$ cat src/rtl/gon_cfg_pkg.sv
// rtl/gon_cfg_pkg.sv - shared GON configuration constants and loader state encoding
package gon_cfg_pkg;

  localparam int GON_ID_W       = 4;
  localparam int GON_CHAIN_LEN  = 12;
  localparam int GON_MAX_NODES  = 64;

  typedef enum logic [1:0] {
    IDLE  = 2'd0,
    LOAD  = 2'd1,
    FLUSH = 2'd2
  } load_state_e;

endpackage

$ cat src/rtl/gon_id_scan_loader.sv
// rtl/gon_id_scan_loader.sv - streams ID words into a GON multicast controller scan chain
module gon_id_scan_loader
  import gon_cfg_pkg::*;
#(
  parameter int NUM_NODES = GON_CHAIN_LEN,
  parameter int ID_W      = GON_ID_W,
  parameter int CNT_W     = $clog2(NUM_NODES + 1)
) (
  input  logic             clk,
  input  logic             rst,
  input  logic             start,
  input  logic             abort,
  output logic             busy,
  output logic             done,
  input  logic             id_valid,
  output logic             id_ready,
  input  logic [ID_W-1:0]  id_data,
  output logic             scan_set_id,
  output logic [ID_W-1:0]  scan_id_out,
  output logic [CNT_W-1:0] load_cnt
);

  load_state_e state, state_nxt;
  logic        accept;
  logic        last_word;
  logic        start_load;

  // abort masks ready so a word offered alongside abort is never consumed
  assign id_ready   = (state == LOAD) && !abort;
  assign accept     = id_valid && id_ready;
  assign last_word  = (load_cnt == CNT_W'(NUM_NODES - 1));
  assign start_load = (state == IDLE) && start && !abort;
  assign busy       = (state != IDLE);

  always_comb begin
    state_nxt = state;
    case (state)
      IDLE: begin
        if (start_load) state_nxt = LOAD;
      end
      LOAD: begin
        if (abort)                    state_nxt = IDLE;
        else if (accept && last_word) state_nxt = FLUSH;
      end
      FLUSH:   state_nxt = IDLE;
      default: state_nxt = IDLE;
    endcase
  end

  // shift is registered one cycle behind its accept, so FLUSH carries the last word
  always_ff @(posedge clk or posedge rst) begin
    if (rst) begin
      state       <= IDLE;
      done        <= 1'b0;
      scan_set_id <= 1'b0;
      scan_id_out <= '0;
      load_cnt    <= '0;
    end else begin
      state       <= state_nxt;
      done        <= (state == FLUSH) && !abort;
      scan_set_id <= accept;
      if (accept) begin
        scan_id_out <= id_data;
        load_cnt    <= load_cnt + CNT_W'(1);
      end else if (start_load) begin
        load_cnt <= '0;
      end
    end
  end

endmodule

$ cat config.mk
export PLATFORM = sky130hd
export DESIGN_NAME = gon_id_scan_loader
export DESIGN_NICKNAME = d
export VERILOG_FILES = /design/src/rtl/gon_cfg_pkg.sv /design/src/rtl/gon_id_scan_loader.sv
export SDC_FILE = /design/constraint.sdc
export NUM_CORES = 1
export LEC_CHECK = 0
export CAP_MARGIN = 20
export CORE_UTILIZATION = 26
export DETAILED_ROUTE_END_ITERATION = 8
export SLEW_MARGIN = 20
export SYNTH_ARGS = -nofsm -noshare
export SYNTH_HDL_FRONTEND = slang
export SYNTH_SLANG_ARGS = --single-unit
$ cat constraint.sdc
create_clock -name clk -period 1.4 [get_ports clk]
set_clock_uncertainty 0.15 [all_clocks]
set_input_delay 0.28 -clock clk [delete_from_list [all_inputs] [get_ports clk]]
set_output_delay 0.28 -clock clk [all_outputs]
set_load 0.03 [all_outputs]
Word-level counts from Yosys, hierarchy flattened --
Cells that the tools add are included.
Cells by class: add/sub/neg operators 1, equality and inequality tests 5, multiplexer cells 6, reductions and logical operators 11
Operator list (count):
- 4-bit 2-to-1 mux | 2
- 1-bit logical AND | 6
- 2-bit 2-to-1 mux | 3
- 4-bit by 1-bit adder with 4-bit output, second input constant | 1
- 4-bit == test, second input constant | 1
- 2-bit case mux with 2 select lines | 1
- 2-bit nonzero test | 2
- 3-bit by 2-bit inequality test with 1-bit output, second input constant | 1
- 2-bit by 1-bit == test with 1-bit output, second input constant | 1
- 2-bit == test, second input constant | 1
- 2-bit zero test | 1
- 2-bit inequality test, second input constant | 1
- 2-bit AND reduction | 1
- 1-bit zero test | 1
Storage, ports and cells: flip-flop bits (word level) 12, input port bits 9, output and inout port bits 12, logic and storage cells 28

Depth between registers and ports, before layout --
depth after elaboration 7, depth in mapped cells 4, gate-level depth less buffers 3

Worst setup path after synthesis --
Ideal clock, no wire load.
kind register -> register, start point register load_cnt[0], end point register state[0], setup time 0.122 ns, arrival 1.305 ns, data required time 1.128 ns, path slack -0.177 ns, stages on the path, launching flop included 4, buffers on the path 0, clock period less this slack 1.577 ns, cells stage by stage dfrtp_1 -> ha_1 -> and4b_1 -> a2111oi_1
On the way: cells in the longest elaborated chain, start to end 4
RTL lines:
- from (decl) | line gon_id_scan_loader.sv:20 | output logic [CNT_W-1:0] load_cnt
- from (signal assigned) | line gon_id_scan_loader.sv:64 | load_cnt <= load_cnt + CNT_W'(1);
- 4-bit == test | line gon_id_scan_loader.sv:31 | assign last_word = (load_cnt == CNT_W'(NUM_NODES - 1));
- 1-bit logical AND | line gon_id_scan_loader.sv:43 | else if (accept && last_word) state_nxt = FLUSH;
- 3-bit by 2-bit inequality test with 1-bit output (no source line)
- 2-bit AND reduction (no source line)
- to (signal assigned) | line gon_id_scan_loader.sv:59 | state <= state_nxt;
- to (decl) | line gon_id_scan_loader.sv:23 | load_state_e state, state_nxt;
No other way between the ends. A chain may end at the register's enable or synchronous reset.

Final worst setup path --
start point register state[1], end point output port id_ready
On the way: cells in the longest elaborated chain, start to end 2
RTL lines:
- 2-bit by 1-bit == test with 1-bit output | line gon_id_scan_loader.sv:29 | assign id_ready = (state == LOAD) && !abort;
- 1-bit logical AND | line gon_id_scan_loader.sv:29
- to (decl) | line gon_id_scan_loader.sv:16 | output logic id_ready,
No other way between the ends.

==> flow_summary.yaml <==
cells_and_area:
  diodes: 0
  drive_above_1_share: 0.569
  final_area_sq_um: 912
  final_nets: 83
  fin_util: 0.470
  area_growth_pct: 70.3
  instances_no_fill: 99
clocking:
  cts_tree: "yes"
  cts-root-buf: "clkbuf_4"
  htreeDepth: 1
  cts_sinks: 12
  path_clk_slew_ps: 80
  clk_path_buf_depth: 2
  cts_buffers: 3
  clkLatencyLatePin_ps: 270
worst_setup_path:
  critPathRequiredTime_ps: 970
  critPathLaunch: "state[1]"
  regToRegStartpoint: "state[1]"
  reg2reg_to: "load_cnt[0]"
  crit_fanout: 3
  cp-start-kind: "register"
  endpoint: "id_ready"
  reg2reg_slack_ps: -60
  critPathCaptureType: "output pin"
  path_class: "reg -> out"
  worst_ep_arrival_time_ps: 1160
  reg2regPathDepth: 7
detailed_routing:
  wl_um: 1190
  routedWlPerCell_um: 12.0
  via_per_inst: 4.35
  drt_iter0_drc: 2
  drtPass1Iterations: 4
  postRouteAntennaNets: 0
  drc: 0
  num_vias: 431
power_and_ir_drop:
  pwr-share-clk: 0.269
  intPower_w: 0.000710
  p_comb_frac: 0.311
  switchingPower_w: 0.000308
  vdd_drop_max_mv: 0.682
  p_leak_nw: 0.438
  p_seq_frac: 0.420
  switching_share: 0.303
  powerDensity_nw_per_um2: 1120
floorplanning:
  fp.dieW_um: 47.4
  initial_core_util: 0.276
  io_pins: 21
  die_area_sq_um: 2250
  rows: 16
  core_area_sq_um: 1940
  die_h_um: 47.4
sta:
  fmax_mhz: 628
  min_period_over_period: 1.14
  grt_setup_unrepaired: "true"
  period_needed_ps: 1590
  slew_violations: 0
  worst_slack_ps: -193
  slew_headroom: 0.829
  setup_viol: 9
  tightest_slew_ps: 256
  hold_ws_ps: 144
  hold_viol: 0
global_route:
  grt_pass1_wl_um: 1820
  grt_pass1_vias: 393
  antenna_found_initial: 0
  grt.total_usage: 0.122
  grt_start_max_net_pins: 13
  grt_overflow: 0
logic_synthesis:
  syn-cell-area_sq_um: 536
  synth_seq_cells: 12
  synth_top_area_frac: 0.561
  postSynthCellCount: 39
  synthTopCellsByArea: "dfrtp_1 56%, mux2_4 11%, a22o_1 3.3%, and2_1 2.3%, and4bb_1 2.3%"
  yosysMostFrequentCell: "dfrtp_1"
  synth_edf_count: 0
  async_reset_ff_frac: 1.00
  ys.flop_type: "dfrtp_1"
  yosysWarnings: 0
  synthDistinctLibCells: 22
  avgSynthCellArea_sq_um: 13.7
  synth.largest_area_cell: "dfrtp_1"
  synthTopCellsByCount: "12 x dfrtp_1, 4 x mux2_4, 2 x a22o_1, 2 x and2_1, 2 x nor2_1"
  ys_seq_area_frac: 0.561
  synth_nets: 49
placement:
  dp_cells: 92
  dp_hpwl_um: 783
  port_buffers: 20
  dp_slack_ps: -460
  dpl-instance-area_sq_um: 803
  gp_congestion: 0.753
run:
  drv_cap: 0
status:
  outcome: "finished with violations"
  violations: "setup timing"
worst_hold_path:
  hold_class: "in -> async"
-- layer usage --
metal	vias up	part of all wire	global-route usage
li1	207	-	-
met1	209	0.46	0.160
met2	15	0.47	0.181
met3	0	0.063	0.0346
met4	0	0	0.0686
met5	-	0	0
-- cells by family (layout without fill, tap and decap cells) --
group | after synthesis | in the layout | synth area share
AOI/OAI and AO/OA | 5 | 5 | 0.0724
xor gates and xnor gates | 1 | 1 | 0.0164
adders and majority gates | 1 | 1 | 0.0234
buffers and inverters | 2 | 35 | 0.0280
DFF | 12 | 12 | 0.561
muxes | 6 | 6 | 0.154
and+or+nand+nor | 12 | 12 | 0.145
-- placed cells by master (no fill, tap or decap), drive strengths merged --
master / count
a22o: 2
or2: 1
and3: 1
nor3b: 1
a21oi: 1
xnor2: 1
a2111oi: 1
and4b: 1
buf: 22
dfrtp: 12
nand2b: 1
ha: 1
clkdlybuf4s50: 7
inv: 1
nand3: 1
nor2: 2
and4bb: 1
clkbuf: 4
nand2: 1
a31oi: 1
mux2: 6
and2: 2
dlygate4sd2: 1
-- final cells by class --
class                           count  area, sq um
Inverter                            1         3.75
Sequential cell                    12          303
Clock buffer                        4         36.3
Tap cell                           27         33.8
Multi-Input combinational cell     25          265
Timing Repair Buffer               30          270
Fill cell                         208         1030
-- power groups by stage --
stage	clock (W)	sequential, W	combinational [W]
2_1_floorplan	0	0.000512	0.0000905
3_3_place_gp	0	0.000433	0.000291
3_5_place_dp	0	0.000433	0.000297
4_1_cts	0.000288	0.000428	0.000304
5_1_grt	0.000299	0.000434	0.000341
6_report	0.000274	0.000428	0.000316
-- timing repair --
action	4_1_cts	5_1_grt
setup buffers	2	1
hold buffers	0	0
endpoints found under the setup margin	10	11
pin swaps	2	5
gates resized for setup	15	9
-- metrics by stage --
stage	power (W)	TNS (ps)
finish	0.00102	-380
global route	0.00107	-784
CTS	0.00102	-800
detailed placement	0.000729	-4310
global placement	0.000724	-4290
floorplan	0.000602	0
-- flip-flops by register name (all words and copies together), names as in the netlist --
name,count
scan_id_out,4
done,1
scan_set_id,1
state,2
load_cnt,4
-- worst max-delay path: stages, from the launching register on --
cell	delay, ps
dfrtp_1	410
buf_6	130
nor2_4	90
and2_4	150
buf_6	120
-- worst min path at each step --
stage | slack [ps] | end | from | cells after the start
global placement | 350 | scan_id_out[3] | scan_id_out[3] | 1
detailed placement | 350 | scan_id_out[1] | scan_id_out[1] | 1
CTS | 140 | state[1] | rst | 3
finish | 140 | state[1] | rst | 3
global route | 170 | state[1] | rst | 3
floorplan | -5 | done | rst | 1
(Power assumes the default switching activity.)
